$ cat src/rtl/rr_arbiter_16_pkg.sv
// Shared constants and FSM encoding for the 16-way round-robin arbiter.
package rr_arbiter_16_pkg;

    localparam int N_REQ = 16;
    localparam int IDX_W = 4;

    typedef enum logic {
        ST_IDLE  = 1'b0,
        ST_GRANT = 1'b1
    } arb_state_e;

endpackage

$ cat src/rtl/rr_arbiter_16_dec.sv
// 4-to-16 one-hot decoder with an output enable; an all-zero output when disabled.
module dec_4_to_16 (
    input  logic [3:0]  addr,
    input  logic        en,
    output logic [15:0] dec
);

    always_comb begin
        dec = '0;
        if (en) begin
            dec[addr] = 1'b1;
        end
    end

endmodule

$ cat src/rtl/rr_arbiter_16.sv
// Round-robin arbiter for 16 requesters with hold-time limit and one idle cycle between grants.
// Handshake: a requester holds req[i] high until granted; the grantee releases by pulsing done or dropping req[i].
module rr_arbiter_16
    import rr_arbiter_16_pkg::*;
#(
    parameter int MAX_HOLD = 8
) (
    input  logic              clk,
    input  logic              rst,
    input  logic [N_REQ-1:0]  req,
    input  logic              done,
    output logic [N_REQ-1:0]  gnt,
    output logic [IDX_W-1:0]  gnt_id,
    output logic              gnt_vld,
    output logic              timeout,
    output arb_state_e        state_dbg
);

    localparam logic [7:0] HOLD_LAST = 8'(MAX_HOLD - 1);

    arb_state_e       state;
    logic [IDX_W-1:0] ptr;
    logic [7:0]       hold_cnt;

    logic             found;
    logic [IDX_W-1:0] found_id;
    logic [IDX_W-1:0] cand;
    logic             hold_expired;
    logic             release_now;

    // Walk downward so the smallest offset from ptr is the one left standing.
    always_comb begin
        found    = 1'b0;
        found_id = '0;
        cand     = '0;
        for (int i = N_REQ - 1; i >= 0; i--) begin
            cand = ptr + IDX_W'(i);
            if (req[cand]) begin
                found    = 1'b1;
                found_id = cand;
            end
        end
    end

    assign hold_expired = (hold_cnt == HOLD_LAST);
    assign release_now  = done | ~req[gnt_id] | hold_expired;

    always_ff @(posedge clk or posedge rst) begin
        if (rst) begin
            state    <= ST_IDLE;
            ptr      <= '0;
            gnt_id   <= '0;
            gnt_vld  <= 1'b0;
            hold_cnt <= '0;
            timeout  <= 1'b0;
        end else begin
            timeout <= 1'b0;
            case (state)
                ST_IDLE: begin
                    if (found) begin
                        gnt_id   <= found_id;
                        gnt_vld  <= 1'b1;
                        hold_cnt <= '0;
                        state    <= ST_GRANT;
                    end
                end
                ST_GRANT: begin
                    if (release_now) begin
                        gnt_vld <= 1'b0;
                        state   <= ST_IDLE;
                        ptr     <= gnt_id + 4'd1;
                        // Forced release only: a coincident done or dropped request wins.
                        timeout <= hold_expired & ~done & req[gnt_id];
                    end else if (!hold_expired) begin
                        hold_cnt <= hold_cnt + 8'd1;
                    end
                end
                default: state <= ST_IDLE;
            endcase
        end
    end

    // gnt_vld is registered with async reset, so gnt falls as soon as rst rises.
    dec_4_to_16 u_dec (
        .addr (gnt_id),
        .en   (gnt_vld),
        .dec  (gnt)
    );

    assign state_dbg = state;

endmodule

$ cat config.mk
export PLATFORM = sky130hd
export DESIGN_NAME = rr_arbiter_16
export DESIGN_NICKNAME = d
export VERILOG_FILES = /design/src/rtl/rr_arbiter_16_pkg.sv /design/src/rtl/rr_arbiter_16_dec.sv /design/src/rtl/rr_arbiter_16.sv
export SDC_FILE = /design/constraint.sdc
export NUM_CORES = 1
export LEC_CHECK = 0
export CAP_MARGIN = 10
export CORE_UTILIZATION = 31
export CTS_BUF_LIST = sky130_fd_sc_hd__clkbuf_16
export CTS_CLUSTER_SIZE = 14
export DETAILED_ROUTE_END_ITERATION = 16
export GPL_TIMING_DRIVEN = 0
export HOLD_SLACK_MARGIN = 0.12
export PLACE_DENSITY = 0.56
export SLEW_MARGIN = 20
export SYNTH_ARGS = -nofsm -noshare
export SYNTH_HDL_FRONTEND = slang
export SYNTH_SLANG_ARGS = --single-unit
$ cat constraint.sdc
create_clock -name clk -period 6 [get_ports clk]
set_clock_uncertainty 0.15 [all_clocks]
set_input_delay 1.2 -clock clk [delete_from_list [all_inputs] [get_ports clk]]
set_output_delay 1.2 -clock clk [all_outputs]
set_load 0.05 [all_outputs]
==> run metrics <==
DR vias/cell 5.824; min-delay worst type flip-flop to flip-flop; R2R Path End gnt_id[1]$_DFFE_PP0P_; CP cell instances buf_2 -> buf_2 -> inv_1 -> ha_1 -> buf_2 -> clkbuf_1 -> mux2_2 -> mux4_2 -> mux2i_1 -> or3_1 -> a311oi_1 -> a311o_1 -> a21oi_1 -> a21oi_1; commonest non-fill, non-tap cell in the layout clkdlybuf4s50_1; Reg clk slew, reported paths 0.06 ns; # resized after CTS 0; EDFF count, synth 0; FFs w/ async S/R, synth 1.000; CTS tree built; # rows 37; Hold Path Origin hold_cnt[7]$_DFFE_PP0P_; # IOs 42; CP max stage delay 0.54 ns; Finished Core Util 0.3881; Die Footprint 11390 um2; wire length per cell 18.87 um; r2r worst-path depth 14; Hold Path End hold_cnt[7]$_DFFE_PP0P_; dpl cells 541; Post-Layout Cell Count 545; post-layout min period 4.507 ns; post-route ant nets 0; Final nets 441; Net Count, Synth 395; reg2reg start ptr[1]$_DFFE_PP0P_; hold-fix buffers at CTS 0; Mapped Cells 364; largest net degree at the start of global routing 20; H-tree depth 1; layout cells sized above 1 0.1932; clk buf depth 2; fmax 221.9 MHz; Area Overhead vs Synth 19.43%; Pins Over Slew Limit 0; total global routing overflow 0; Port Buffers 41; global-route wire length before repair 17080 um; crit end category flip-flop; slew of the pin with the lowest slew margin 0.8949 ns; Root Driver clkbuf_16; Crit path top cell by count buf_2; Post-DP Area 3980 um2; startpoint types flip-flop; Unique masters post-synth 67; RePlAce Congestion 0.8845; synthesized flop and latch total 19; antenna violations before repair 0; Max Cap Viol 0; Total Wirelength 10290 um; Reg2Reg Setup Slack 1.49 ns; Setup CP Type flip-flop to flip-flop; ys flop type dfrtp_1; CP Buf/Inv Count 5; CP max FO 10; Die W 106.7 um; Data required, critical path 5.98 ns; Worst EP arrival 4.48 ns; die height 106.7 um; Post-CTS Setup Bufs 0; Crit path max-delay family buffers and inverters; total number of vias 3174; Fin. Hold Viols 0; RSZ-0062 raised after global routing no; total CTS buffers 3; HPWL Detailed 8045 um; residual DRC count 0; vias in the first global route 3169; Seq/Total Area, Yosys 0.1399; worst skew pair latency 0.25 ns; Synth warnings 0; Avg Cell Area, Syn 9.339 um2; post-synth top area share 0.1656; final setup TNS 0 ns; status complete, no violations; post-synth top area cell mux4_2; synth top area cells mux4_2 (17%), dfrtp_1 (14%), mux2_2 (6.6%); Diodes inserted 0; final instance area 4060 um2; Initial Utilization 0.3249; Core ar. 10460 um2; clock sink count 19; drt pass-1 iters 5; leading cell types in the layout, fill and taps excluded clkdlybuf4s50_1 (41), nand2_1 (27), mux4_2 (25); hold depth 1; 1st-iter DRT viols 389; setup violators final 0; Syn Std Cell Area 3400 um2; gr usage total 0.1896; Crit-path slowest cell mux4_2; Final period util 0.7511; max_slew headroom 0.3991
==> routing by layer <==
layer	global-route usage	wire length, um	share of wire
met2	0.3028	4755	0.46
met4	0.06360	301	0.029
met5	0	0	0
met1	0.2660	4616	0.45
met3	0.02067	612	0.059
==> through the flow <==
step | setup slack [ns] | hold WS, ns
3_3_place_gp | 1.448 | 0.3860
2_1_floorplan | 2.322 | 0.3477
5_1_grt | 1.169 | 0.4539
4_1_cts | 1.430 | 0.4003
3_5_place_dp | 1.448 | 0.3857
6_report | 1.493 | 0.4032
==> synthesized netlist by cell type (3+ instances only) <==
cell type and number:
buf_2 5, a31oi_1 4, xor2_1 6, nor2_1 24, nand4_1 4, nor3b_1 4
o21ai_1 3, or3_1 3, mux4_2 25, a22oi_1 3, mux2i_1 21, inv_1 20
nor2b_1 4, xnor2_1 7, mux2i_2 6, o22ai_1 4, mux2_2 20, clkbuf_1 7
ha_1 12, and2_1 20, o31ai_1 3, o21ai_0 19, dfrtp_1 19, and3_1 8
nand2_1 27, a21oi_1 17, o211ai_1 4, buf_6 3, nor3_1 5, nand3_1 8
==> flip-flops by register name (all words and copies together) (netlist names) <==
name / flops
state_dbg: 1
timeout: 1
ptr: 4
gnt_vld: 1
gnt_id: 4
hold_cnt: 8
==> cell families (layout without fill, tap and decap cells) <==
kind of cell,after synthesis,after routing,share of synthesized area
compound gates,81,81,0.1630
xor+xnor,17,17,0.05595
fa+ha+maj,12,12,0.04417
buf+inv,39,84,0.05778
flops,19,19,0.1399
mux,76,76,0.3467
simple gates,120,120,0.1925
==> layout make-up <==
cell class	instances	area [um2]
plain buffers	18	117.6
multi-input cells	306	2728
flip-flops and latches	19	475.5
well taps	136	170.2
repair buffers	41	410.4
inverters	21	78.83
clock buffers	3	75.07
clock inverters	1	5.005
fillers	1062	6402
==> how the worst max path moves through the flow <==
stage                                   from  slack, ns                    end  cells past startpoint
final                     ptr[1]$_DFFE_PP0P_       1.49  gnt_id[1]$_DFFE_PP0P_                     14
after global routing      ptr[1]$_DFFE_PP0P_       1.17  gnt_id[1]$_DFFE_PP0P_                     14
after CTS                 ptr[1]$_DFFE_PP0P_       1.43  gnt_id[1]$_DFFE_PP0P_                     14
after detailed placement  ptr[1]$_DFFE_PP0P_       1.45  gnt_id[1]$_DFFE_PP0P_                     14
after global placement    ptr[1]$_DFFE_PP0P_       1.45  gnt_id[1]$_DFFE_PP0P_                     14
after floorplan           ptr[1]$_DFFE_PP0P_       2.32  gnt_id[0]$_DFFE_PP0P_                     12
Power is left out: the tool's default activity adds up to more than one toggle a clock period on the data nets, which glitch-free logic cannot reach.
